<file path="src/rtl/regfile_wb_arbiter_if.sv">
// Writeback request/grant bundle between the two writeback sources, decode and the register file.
interface regfile_wb_arbiter_if #(
  parameter int unsigned WORD_W = 32,
  parameter int unsigned NREG   = 32
) ();
  localparam int unsigned SEL_W = $clog2(NREG);

  logic              a_valid;
  logic [SEL_W-1:0]  a_sel;
  logic [WORD_W-1:0] a_dat;
  logic              a_ready;
  logic              b_valid;
  logic [SEL_W-1:0]  b_sel;
  logic [WORD_W-1:0] b_dat;
  logic              b_ready;
  logic              WEN;
  logic [SEL_W-1:0]  wsel;
  logic [WORD_W-1:0] wdat;
  logic [SEL_W-1:0]  rsel1;
  logic [SEL_W-1:0]  rsel2;
  logic              hazard1;
  logic              hazard2;
  logic [15:0]       conflict_cnt;

  modport slave (
    input  a_valid, a_sel, a_dat, b_valid, b_sel, b_dat, rsel1, rsel2,
    output a_ready, b_ready, WEN, wsel, wdat, hazard1, hazard2, conflict_cnt
  );

  modport master (
    output a_valid, a_sel, a_dat, b_valid, b_sel, b_dat, rsel1, rsel2,
    input  a_ready, b_ready, WEN, wsel, wdat, hazard1, hazard2, conflict_cnt
  );
endinterface

</file>
<file path="src/rtl/regfile_wb_arbiter.sv">
// Two-entry writeback arbiter: holds one ALU and one load result, serialises them onto the
// single register-file write port, and flags read hazards against pending writes.
module regfile_wb_arbiter #(
  parameter int unsigned WORD_W = 32,
  parameter int unsigned NREG   = 32
) (
  input logic                 clk,
  input logic                 nrst,
  regfile_wb_arbiter_if.slave bus
);
  localparam int unsigned SEL_W = $clog2(NREG);
  localparam int unsigned CNT_W = 16;
  localparam logic [CNT_W-1:0] CNT_MAX = '1;

  // holding entries; hage_x set means "younger than the other valid entry"
  logic              hv_a, hv_b;
  logic              hage_a, hage_b;
  logic [SEL_W-1:0]  hsel_a, hsel_b;
  logic [WORD_W-1:0] hdat_a, hdat_b;
  logic              prio;
  logic [CNT_W-1:0]  cnt;

  logic              hv_a_n, hv_b_n;
  logic              hage_a_n, hage_b_n;
  logic [SEL_W-1:0]  hsel_a_n, hsel_b_n;
  logic [WORD_W-1:0] hdat_a_n, hdat_b_n;
  logic              prio_n;
  logic [CNT_W-1:0]  cnt_n;

  logic rdy_a_c, rdy_b_c, load_a_c, load_b_c;
  logic both_c, gnt_a_c, gnt_b_c;

  // handshake and grant selection from entry state only
  always_comb begin
    rdy_a_c  = !hv_a && !nrst;
    rdy_b_c  = !hv_b && !nrst;
    load_a_c = bus.a_valid && rdy_a_c && (bus.a_sel != '0);
    load_b_c = bus.b_valid && rdy_b_c && (bus.b_sel != '0);
    both_c   = hv_a && hv_b;
    gnt_a_c  = 1'b0;
    gnt_b_c  = 1'b0;
    if (!nrst) begin
      if (both_c) begin
        // same target keeps write-after-write order; otherwise round-robin
        if (hsel_a == hsel_b) gnt_a_c = !hage_a;
        else                  gnt_a_c = !prio;
        gnt_b_c = !gnt_a_c;
      end else begin
        gnt_a_c = hv_a;
        gnt_b_c = hv_b;
      end
    end
  end

  always_comb begin
    bus.a_ready = rdy_a_c;
    bus.b_ready = rdy_b_c;
    bus.WEN     = gnt_a_c || gnt_b_c;
    bus.wsel    = '0;
    bus.wdat    = '0;
    if (gnt_a_c) begin
      bus.wsel = hsel_a;
      bus.wdat = hdat_a;
    end else if (gnt_b_c) begin
      bus.wsel = hsel_b;
      bus.wdat = hdat_b;
    end
    bus.hazard1 = !nrst && (bus.rsel1 != '0) &&
                  ((hv_a && (hsel_a == bus.rsel1)) || (hv_b && (hsel_b == bus.rsel1)));
    bus.hazard2 = !nrst && (bus.rsel2 != '0) &&
                  ((hv_a && (hsel_a == bus.rsel2)) || (hv_b && (hsel_b == bus.rsel2)));
    bus.conflict_cnt = cnt;
  end

  // next entry state: grant clears, accept loads, age tracks load order
  always_comb begin
    hv_a_n   = hv_a;
    hv_b_n   = hv_b;
    hage_a_n = hage_a;
    hage_b_n = hage_b;
    hsel_a_n = hsel_a;
    hsel_b_n = hsel_b;
    hdat_a_n = hdat_a;
    hdat_b_n = hdat_b;
    prio_n   = prio;
    cnt_n    = cnt;

    if (gnt_a_c) begin
      hv_a_n   = 1'b0;
      hage_a_n = 1'b0;
      hage_b_n = 1'b0;
    end
    if (gnt_b_c) begin
      hv_b_n   = 1'b0;
      hage_b_n = 1'b0;
      hage_a_n = 1'b0;
    end

    if (load_a_c) begin
      hv_a_n   = 1'b1;
      hsel_a_n = bus.a_sel;
      hdat_a_n = bus.a_dat;
      hage_a_n = hv_b && !gnt_b_c;
    end
    if (load_b_c) begin
      hv_b_n   = 1'b1;
      hsel_b_n = bus.b_sel;
      hdat_b_n = bus.b_dat;
      hage_b_n = (hv_a && !gnt_a_c) || load_a_c;
    end

    if (gnt_a_c || gnt_b_c) prio_n = gnt_a_c;
    if (both_c && (cnt != CNT_MAX)) cnt_n = cnt + CNT_W'(1);
  end

  always_ff @(posedge clk) begin
    if (nrst) begin
      hv_a   <= 1'b0;
      hv_b   <= 1'b0;
      hage_a <= 1'b0;
      hage_b <= 1'b0;
      hsel_a <= '0;
      hsel_b <= '0;
      hdat_a <= '0;
      hdat_b <= '0;
      prio   <= 1'b0;
      cnt    <= '0;
    end else begin
      hv_a   <= hv_a_n;
      hv_b   <= hv_b_n;
      hage_a <= hage_a_n;
      hage_b <= hage_b_n;
      hsel_a <= hsel_a_n;
      hsel_b <= hsel_b_n;
      hdat_a <= hdat_a_n;
      hdat_b <= hdat_b_n;
      prio   <= prio_n;
      cnt    <= cnt_n;
    end
  end
endmodule
</file>
<file path="src/flat_wrapper.sv">
// flat-port wrapper written by rule: the top's interface ports become plain ports
module regfile_wb_arbiter_flat 
#(
  parameter int unsigned WORD_W = 32,
  parameter int unsigned NREG   = 32
)
  (clk, nrst, bus_a_valid, bus_a_sel, bus_a_dat, bus_b_valid, bus_b_sel, bus_b_dat, bus_rsel1, bus_rsel2, bus_a_ready, bus_b_ready, bus_WEN, bus_wsel, bus_wdat, bus_hazard1, bus_hazard2, bus_conflict_cnt);
  regfile_wb_arbiter_if #(.WORD_W(WORD_W), .NREG(NREG)) bus_i ();
  input logic clk;
  input logic nrst;
  input wire logic [$bits(bus_i.a_valid)-1:0] bus_a_valid;
  input wire logic [$bits(bus_i.a_sel)-1:0] bus_a_sel;
  input wire logic [$bits(bus_i.a_dat)-1:0] bus_a_dat;
  input wire logic [$bits(bus_i.b_valid)-1:0] bus_b_valid;
  input wire logic [$bits(bus_i.b_sel)-1:0] bus_b_sel;
  input wire logic [$bits(bus_i.b_dat)-1:0] bus_b_dat;
  input wire logic [$bits(bus_i.rsel1)-1:0] bus_rsel1;
  input wire logic [$bits(bus_i.rsel2)-1:0] bus_rsel2;
  output wire logic [$bits(bus_i.a_ready)-1:0] bus_a_ready;
  output wire logic [$bits(bus_i.b_ready)-1:0] bus_b_ready;
  output wire logic [$bits(bus_i.WEN)-1:0] bus_WEN;
  output wire logic [$bits(bus_i.wsel)-1:0] bus_wsel;
  output wire logic [$bits(bus_i.wdat)-1:0] bus_wdat;
  output wire logic [$bits(bus_i.hazard1)-1:0] bus_hazard1;
  output wire logic [$bits(bus_i.hazard2)-1:0] bus_hazard2;
  output wire logic [$bits(bus_i.conflict_cnt)-1:0] bus_conflict_cnt;
  assign bus_i.a_valid = bus_a_valid;
  assign bus_i.a_sel = bus_a_sel;
  assign bus_i.a_dat = bus_a_dat;
  assign bus_i.b_valid = bus_b_valid;
  assign bus_i.b_sel = bus_b_sel;
  assign bus_i.b_dat = bus_b_dat;
  assign bus_i.rsel1 = bus_rsel1;
  assign bus_i.rsel2 = bus_rsel2;
  assign bus_a_ready = bus_i.a_ready;
  assign bus_b_ready = bus_i.b_ready;
  assign bus_WEN = bus_i.WEN;
  assign bus_wsel = bus_i.wsel;
  assign bus_wdat = bus_i.wdat;
  assign bus_hazard1 = bus_i.hazard1;
  assign bus_hazard2 = bus_i.hazard2;
  assign bus_conflict_cnt = bus_i.conflict_cnt;
  regfile_wb_arbiter #(.WORD_W(WORD_W), .NREG(NREG)) u_core (.clk(clk), .nrst(nrst), .bus(bus_i));
endmodule
</file>
<file path="config.mk">
export PLATFORM = sky130hd
export DESIGN_NAME = regfile_wb_arbiter_flat
export DESIGN_NICKNAME = d
export VERILOG_FILES = /design/src/rtl/regfile_wb_arbiter_if.sv /design/src/rtl/regfile_wb_arbiter.sv /design/src/flat_wrapper.sv
export SDC_FILE = /design/constraint.sdc
export NUM_CORES = 1
export LEC_CHECK = 0
export ABC_CLOCK_PERIOD_IN_PS = 1900
export BUFFER_PORTS_ARGS = -buffer_cell sky130_fd_sc_hd__buf_2
export CAP_MARGIN = 25
export CORE_ASPECT_RATIO = 1.2
export CORE_UTILIZATION = 30
export CTS_CLUSTER_SIZE = 12
export DETAILED_ROUTE_END_ITERATION = 8
export GPL_TIMING_DRIVEN = 0
export PLACE_DENSITY_LB_ADDON = 0.05
export SLEW_MARGIN = 20
export SYNTH_ARGS = -nofsm -noshare
export SYNTH_HDL_FRONTEND = slang
export SYNTH_SLANG_ARGS = --single-unit
</file>
<file path="constraint.sdc">
create_clock -name clk -period 1.9 [get_ports clk]
set_input_delay 0.38 -clock clk [delete_from_list [all_inputs] [get_ports clk]]
set_output_delay 0.38 -clock clk [all_outputs]
set_load 0.05 [all_outputs]
</file>
After elaboration in Yosys (flattened, before gate mapping)
Index checks and enable logic that the tools add are counted.
{"block": "word_totals", "register_bits": 94, "out_inout_bits": 58, "elab_cells": 67}
{"block": "classes", "n_addsub": 1, "n_eq_ne": 6, "n_mux": 17, "n_reduce_logical": 34}
{"op": "2-to-1 mux 32 bit", "n": 2}
{"op": "== test 5 bit", "n": 5}
{"op": "nonzero test 5 bit", "n": 4}
{"op": "logical AND 1 bit", "n": 17}
{"op": "adder 16 x 1 -> 16 bit, second input constant", "n": 1}
{"op": "inequality test 16 bit, second input constant", "n": 1}
{"op": "2-to-1 mux 1 bit", "n": 13}
{"op": "2-to-1 mux 5 bit", "n": 2}
{"op": "logical NOT 1 bit", "n": 7}
{"op": "nonzero test 2 bit", "n": 2}
{"op": "logical OR 1 bit", "n": 3}
{"op": "nonzero test 3 bit", "n": 1}

Logic depth before layout (Yosys ltp)
Gate-level depths: netlist of the first run.
{"block": "depth", "depth_word": 10, "mapped_depth": 9, "depth_no_buf": 5}

Worst setup path before layout of the first run
No wires, ideal clock.
{"block": "synth_timing", "path_kind": "register to output", "start": "register u_core.hsel_b[1]", "end": "output port bus_wdat[10]", "arrival_time_ns": 1.943, "required_time_ns": 1.520, "setup_slack_ns": -0.423, "path_stages_with_launch": 8, "cell_sequence": "dfxtp_1 clkbuf_1 xnor2_1 nand2_1 o31a_1 a21oi_4 buf_8 a22o_1"}
{"block": "synth_via", "elab_chain_len": 9, "elab_cells_between_ends": 11}
{"item": "start, declared", "line": "regfile_wb_arbiter.sv:18", "text": "logic [SEL_W-1:0] hsel_a, hsel_b;"}
{"item": "start signal, assigned", "line": "regfile_wb_arbiter.sv:134", "text": "hsel_b <= hsel_b_n;"}
{"item": "== test 5 bit (*)", "line": "regfile_wb_arbiter.sv:45", "text": "if (hsel_a == hsel_b) gnt_a_c = !hage_a;"}
{"item": "2-to-1 mux 1 bit (*)", "line": "regfile_wb_arbiter.sv:45"}
{"item": "2-to-1 mux 1 bit (*)", "line": "regfile_wb_arbiter.sv:43", "text": "if (both_c) begin"}
{"item": "2-to-1 mux 1 bit (*)", "line": "regfile_wb_arbiter.sv:42", "text": "if (!nrst) begin"}
{"item": "logical NOT 1 bit", "line": "regfile_wb_arbiter.sv:47", "text": "gnt_b_c = !gnt_a_c;"}
{"item": "2-to-1 mux 1 bit", "line": "regfile_wb_arbiter.sv:43"}
{"item": "2-to-1 mux 1 bit", "line": "regfile_wb_arbiter.sv:42"}
{"item": "2-to-1 mux 32 bit", "line": "regfile_wb_arbiter.sv:64", "text": "end else if (gnt_b_c) begin"}
{"item": "2-to-1 mux 32 bit (*)", "line": "regfile_wb_arbiter.sv:61", "text": "if (gnt_a_c) begin"}
{"item": "end, declared", "line": "flat_wrapper.sv:23", "text": "output wire logic [$bits(bus_i.wdat)-1:0] bus_wdat;"}
Mark *: on every way between the ends. The rest lies on a longest branch, timed or not. The select of a mux whose other input is x is not followed.

Final worst setup path of the first run
{"block": "layout_timing", "start": "register u_core.hsel_a[1]", "end": "output port bus_wdat[10]"}
{"block": "layout_via", "elab_chain_len": 9, "elab_cells_between_ends": 11}
{"item": "start, declared", "line": "regfile_wb_arbiter.sv:18"}
{"item": "start signal, assigned", "line": "regfile_wb_arbiter.sv:133", "text": "hsel_a <= hsel_a_n;"}
{"item": "== test 5 bit (*)", "line": "regfile_wb_arbiter.sv:45"}
{"item": "2-to-1 mux 1 bit (*)", "line": "regfile_wb_arbiter.sv:45"}
{"item": "2-to-1 mux 1 bit (*)", "line": "regfile_wb_arbiter.sv:43"}
{"item": "2-to-1 mux 1 bit (*)", "line": "regfile_wb_arbiter.sv:42"}
{"item": "logical NOT 1 bit", "line": "regfile_wb_arbiter.sv:47"}
{"item": "2-to-1 mux 1 bit", "line": "regfile_wb_arbiter.sv:43"}
{"item": "2-to-1 mux 1 bit", "line": "regfile_wb_arbiter.sv:42"}
{"item": "2-to-1 mux 32 bit", "line": "regfile_wb_arbiter.sv:64"}
{"item": "2-to-1 mux 32 bit (*)", "line": "regfile_wb_arbiter.sv:61"}
Marked as above.

==> impl_metrics.json, run 1 <==
{
  "core_mm2": 0.01400,
  "cp_common_cell": "buf_12",
  "yosys_warnings": 0,
  "n_antenna_cell": 0,
  "slew_violations": 0,
  "numCtsBuffers": 9,
  "ant_nets": 0,
  "crit_path_cell_trace": "buf_6 -> xnor2_4 -> nand2_4 -> o31a_1 -> a21oi_4 -> buf_12 -> buf_12 -> a22o_4 -> buf_8",
  "worst_slack_ns": -0.6190,
  "grt_max_degree": 16,
  "critPathLaunchType": "flip-flop",
  "grt.total_usage_pct": 18.82,
  "synthArstFlopShare_pct": 0,
  "cts-htree-levels": 3,
  "yosys.area.top_type": "dfxtp_1",
  "cts_sinks": 94,
  "io_pins": 146,
  "fp.dieH_um": 134.3,
  "worst-path-max-fanout": 10,
  "path_depth": 9,
  "max_cap_viol_count": 0,
  "crit_slowest_cell": "o31a_1",
  "cpPeakStageDelay_ns": 0.32,
  "clk_pin_slew_ns": 0.07,
  "cts_tree": "yes",
  "syn_nets": 628,
  "cp.required_ns": 1.52,
  "drive_above_1_share_pct": 38.25,
  "rr_worst_depth": 7,
  "tightest_slew_ns": 0.5760,
  "p_per_area_mw_per_mm2": 683.1,
  "path_buf_inv": 4,
  "synth-seq-area-share_pct": 43.02,
  "hold_violations": 0,
  "dr.pass1.iters": 6,
  "cts-hold-fix-buffers": 0,
  "grt_pass1_vias": 4167,
  "yosysMostFrequentCell": "nand2_1",
  "min_path_cells": 3,
  "synth_edf_count": 0,
  "syn-cell-area_mm2": 0.004374,
  "clock.fmax_ghz": 0.3970,
  "postSynthAreaPerCell_um2": 8.115,
  "gr-total-overflow": 0,
  "crit_type": "reg2out",
  "wl_um": 13950,
  "numPortBuffers": 144,
  "yosys-top-cells-count": "149 x nand2_1, 94 x dfxtp_1, 81 x a21oi_1",
  "drtIter0Drc": 205,
  "critPathTopFamily": "compound AO/OA/AOI/OAI gates",
  "holdWs_ns": 0.2632,
  "die-area_mm2": 0.01507,
  "drc": 12,
  "antenna_found_initial": 1,
  "final_core_util_pct": 48.73,
  "finClkSkew_ns": 0.008650,
  "fin_crit_ns": 2.519,
  "grt_pass1_wl_um": 21850,
  "placement_rows": 47,
  "min_from": "bus_b_dat[27]",
  "rr_startpoint": "u_core.hv_b$_SDFFE_PP0P_",
  "worstSetupEndpointType": "output pin",
  "p_leak_nw": 2.926,
  "ir_drop_uv": 515.0,
  "clk_latency_ns": 0.35,
  "clockBufferDepth": 2,
  "worstPathArrival_ns": 2.14,
  "area_growth_pct": 55.92,
  "gp_congestion": 0.8164,
  "violations": "DRC, setup timing",
  "root_buffer": "clkbuf_16",
  "r2r-end": "u_core.hdat_b[4]$_SDFFE_PP0P_",
  "wl_per_cell_um": 15.68,
  "fp.dieW_um": 112.2,
  "period_share_pct": 132.6,
  "dp_hpwl_um": 10210,
  "start_util_pct": 31.25,
  "synth_cell_type_count": 44,
  "viasPerCell": 4.809,
  "outcome": "complete, but fails checks",
  "r2r_slack_ns": 0.19,
  "slew_headroom_pct": 61.60,
  "ys.flop_type": "dfxtp_1",
  "synthTopCellsByArea": "dfxtp_1 43%, nand2_1 13%, a21oi_1 9.3%, a22o_1 7.2%, xor2_1 4.4%",
  "synth_seq_cells": 94,
  "hp-class": "in2reg",
  "setup_viol": 39,
  "finalNetCount": 803,
  "vias": 4280,
  "synth_cells": 539,
  "yosysTopAreaCellShare_pct": 43.02,
  "rsz0062_at_grt": "yes",
  "hold_path_end": "u_core.hdat_b[27]$_SDFFE_PP0P_"
}
-- worst min-delay path, delay by kind of cell --
family | cells | cell delay (ns)
AND/OR/NAND/NOR | 1 | 0.04
buffers and inverters | 1 | 0.09
AO/OA/AOI/OAI | 1 | 0.05
-- registers in the layout, summed over array words and instances (netlist names) --
signal,cells
u_core.hdat_b,32
u_core.hdat_a,32
u_core.hsel_a,5
u_core.hsel_b,5
u_core.hage_a,1
u_core.hv_a,1
u_core.prio,1
u_core.hv_b,1
u_core.bus.conflict_cnt,16
-- report_power, final --
part	total, mW	leakage [nW]	switching [mW]	internal [mW]
Combinational	0.803	2.02	0.430	0.373
Sequential	2.11	0.767	0.0570	2.05
Clock	1.75	0.143	0.785	0.965
Total	4.66	2.93	1.27	3.39
-- cells by family after synthesis --
kind of cell               Yosys count  synth area share [%]
and+or+nand+nor                    216                 21.31
AOI/OAI and AO/OA                  139                 20.34
DFF                                 94                 43.02
buffers and inverters               50                 6.436
xor gates and xnor gates            38                 8.381
muxes                                1                0.2288
adders and majority gates            1                0.2860
-- what timing repair did --
| action | in CTS | in global routing |
|---|---|---|
| pin swaps | 11 | 21 |
| endpoints found under the setup margin | 40 | 75 |
| gates cloned | 2 | 2 |
| gates resized for setup | 148 | 17 |
| hold endpoints to repair | 0 | 0 |
| buffers inserted | 12 | 8 |
-- per-layer routing --
layer	track usage [%]	part of all wire (%)	vias up
li1	-	-	2192
met3	4.293	5.3	10
met2	32.54	51	107
met5	0	0	-
met4	6.889	1.3	0
met1	22.77	42	1971
-- cells in the final DEF (no fill, tap or decap), drive strengths merged, types with 3 or more instances in the layout --
cell / synthesis / routed
buf: 29 / 190
nand2: 150 / 150
dfxtp: 94 / 94
a21oi: 82 / 82
a22o: 37 / 37
clkbuf: 19 / 33
nor2: 25 / 25
xor2: 22 / 22
xnor2: 16 / 16
nand3: 9 / 9
o21ai: 9 / 9
nor4: 6 / 6
and4: 5 / 5
or4: 4 / 4
a22oi: 4 / 4
nand4: 4 / 4
clkinv: 0 / 4
and2: 3 / 3
-- final cells by class --
| class | count | area [µm²] |
|---|---|---|
| plain buffers | 44 | 379.1 |
| clock buffers | 12 | 256.5 |
| clock inverters | 4 | 31.28 |
| fillers | 1378 | 7176 |
| inverters | 2 | 7.507 |
| multi-input cells | 395 | 2623 |
| flip-flops and latches | 94 | 1886 |
| well taps | 171 | 214.0 |
| repair buffers | 168 | 1424 |
-- through the flow --
stage	setup WS [ns]	cells	area [µm²]	power, mW	setup TNS, ns
2_1_floorplan	-0.1750	539	4720	2.557	-5.964
3_5_place_dp	-0.5923	854	5654	2.788	-29.70
5_1_grt	-0.7047	890	6820	4.873	-25.87
3_3_place_gp	-0.5907	854	5654	2.777	-29.22
4_1_cts	-0.6694	884	6663	4.672	-24.29
6_report	-0.6190	890	6820	4.659	-22.74
-- worst max-delay path by stage --
stage                                        from            to
floorplan           u_core.hsel_b[0]$_SDFFE_PP0P_  bus_wdat[10]
global placement    u_core.hsel_b[0]$_SDFFE_PP0P_  bus_wdat[29]
detailed placement  u_core.hsel_b[0]$_SDFFE_PP0P_  bus_wdat[29]
CTS                 u_core.hsel_a[2]$_SDFFE_PP0P_  bus_wdat[16]
global route        u_core.hsel_a[1]$_SDFFE_PP0P_  bus_wdat[10]
finish              u_core.hsel_a[1]$_SDFFE_PP0P_  bus_wdat[10]
Power figures use the tool's default switching activity.
==> run 2, diff against run 1 <==
Settings changed: CTS_BUF_LIST set to sky130_fd_sc_hd__clkbuf_4 sky130_fd_sc_hd__clkbuf_8, RECOVER_POWER set to 25.
==> run 2 against run 1 <==
Net effect: highest routed layer unchanged; routed wire length is 1.4% lower; the flow still finishes with violations (DRC, setup timing); largest cell class unchanged; hold slack worse by 0.046 ns; core utilization decreased by 2.2 points; clock skew is 0.0066 ns higher; fmax is 1.3% lower; sequential share of layout area grew 1.4 points.
==> impl_metrics.json, run 2 (synthesized netlist as in run 1, its figures left out) <==
{
  "wl_um": 13760,
  "hold_violations": 0,
  "max_cap_viol_count": 0,
  "wl_per_cell_um": 15.73,
  "p_leak_nw": 2.711,
  "tns_ns": -27.51,
  "dr.pass1.iters": 6,
  "root_buffer": "clkbuf_8",
  "dp_hpwl_um": 10210,
  "fp.dieW_um": 112.2,
  "viasPerCell": 4.800,
  "clock.fmax_ghz": 0.3918,
  "worst-path-max-fanout": 10,
  "place_area_mm2": 0.005654,
  "worstPathArrival_ns": 2.17,
  "setup_viol": 89,
  "io_pins": 146,
  "core_mm2": 0.01400,
  "finalNetCount": 788,
  "start_util_pct": 31.25,
  "violations": "DRC, setup timing",
  "crit_path_cell_trace": "xnor2_4 -> nand2_4 -> o31a_1 -> a21oi_4 -> buf_12 -> buf_12 -> a22o_4 -> buf_8",
  "cts-hold-fix-buffers": 0,
  "slew_headroom_pct": 41.97,
  "fp.dieH_um": 134.3,
  "ir_drop_uv": 477.1,
  "fin_crit_ns": 2.553,
  "p_per_area_mw_per_mm2": 638.8,
  "grt_max_degree": 16,
  "cpPeakStageDelay_ns": 0.47,
  "n_antenna_cell": 0,
  "clockBufferDepth": 2,
  "critPathLaunchType": "flip-flop",
  "die-area_mm2": 0.01507,
  "cp_common_cell": "buf_12",
  "cts-htree-levels": 3,
  "worstSetupEndpointType": "output pin",
  "gp_congestion": 0.8164,
  "cts_sinks": 94,
  "crit_type": "reg2out",
  "cp.required_ns": 1.52,
  "grt_pass1_wl_um": 21650,
  "stdcell_area_mm2": 0.006510,
  "drive_above_1_share_pct": 34.66,
  "outcome": "complete, but fails checks",
  "final_cell_mix": "148 x nand2_1, 96 x buf_2, 90 x dfxtp_1",
  "drtIter0Drc": 179,
  "clk_latency_ns": 0.39,
  "ant_nets": 0,
  "cts_tree": "yes",
  "finClkSkew_ns": 0.01522,
  "grt.total_usage_pct": 18.77,
  "antenna_found_initial": 1,
  "slew_violations": 0,
  "crit_slowest_cell": "dfxtp_2",
  "area_growth_pct": 48.83,
  "gr-total-overflow": 0,
  "drc": 12,
  "grt_pass1_vias": 4113,
  "hp-class": "in2reg",
  "layout_commonest_cell": "nand2_1",
  "final_core_util_pct": 46.51,
  "numPortBuffers": 144,
  "worst_slack_ns": -0.6526,
  "placement_rows": 47,
  "rsz0062_at_grt": "yes",
  "numCtsBuffers": 9,
  "pre_cts_slack_ns": -0.5923,
  "period_share_pct": 134.3,
  "tightest_slew_ns": 0.8647,
  "clk_pin_slew_ns": 0.10,
  "vias": 4200
}
run 2: cell types whose count changed in the layout (fill, tap and decap cells not counted), moves of 3 or more:
cell | previous run | this run
clkbuf_1 | 13 | 30
a22o_4 | 33 | 36
buf_2 | 113 | 96
a22o_2 | 4 | 1
clkbuf_16 | 11 | 0
buf_6 | 14 | 7
clkbuf_8 | 5 | 12
buf_4 | 17 | 14
run 2: metrics by stage:
step                      hold WS [ns]  power (mW)  instances
final                           0.2172       4.159        875
after detailed placement        0.4481       2.788        854
after global placement          0.4458       2.777        854
after CTS                       0.2018       4.192        874
after floorplan                 0.4359       2.557        539
after global routing            0.2115       4.364        875
run 2: repair_timing:
item	CTS	global route
gates resized for setup	147	21
endpoints found under the setup margin	40	72
pin swaps	13	11
buffers inserted	5	7
run 2: layout make-up:
class | count | area [µm²]
fillers | 1415 | 7486
multi-input cells | 395 | 2653
flip-flops and latches | 94 | 1889
repair buffers | 156 | 1226
plain buffers | 41 | 330.3
well taps | 171 | 214.0
clock buffers | 12 | 158.9
clock inverters | 4 | 31.28
inverters | 2 | 7.507
run 2: power breakdown:
part           leakage, nW  total (mW)  internal (mW)  switching (mW)
combinational         1.84       0.734          0.319           0.416
sequential           0.768        2.11           2.05          0.0657
clock                0.100        1.31          0.568           0.743
run 2: worst paths after layout:
kind | start | endpoint | slack, ns | cells past startpoint
setup / recovery | u_core.hsel_a[1]$_SDFFE_PP0P_ | bus_wdat[16] | -0.65 | 8
hold / removal | bus_b_dat[27] | u_core.hdat_b[27]$_SDFFE_PP0P_ | 0.22 | 3
setup reg to reg | u_core.hv_b$_SDFFE_PP0P_ | u_core.hdat_b[12]$_SDFFE_PP0P_ | -0.12 | 8
hold reg to reg | u_core.hdat_b[18]$_SDFFE_PP0P_ | u_core.hdat_b[18]$_SDFFE_PP0P_ | 0.47 | 2
run 2: worst max-delay path: cells and delay by family (launching register included):
| kind | cells | cell delay [ns] |
|---|---|---|
| XOR/XNOR | 1 | 0.16 |
| buffers and inverters | 3 | 0.43 |
| AO/OA/AOI/OAI | 3 | 0.62 |
| AND/OR/NAND/NOR | 1 | 0.10 |
| flip-flops | 1 | 0.47 |
run 2: routing by layer:
layer	global-route usage, %	wire length (µm)
met1	22.49	5848
met2	32.44	6881
met3	4.248	816
met4	7.556	215
met5	0	0
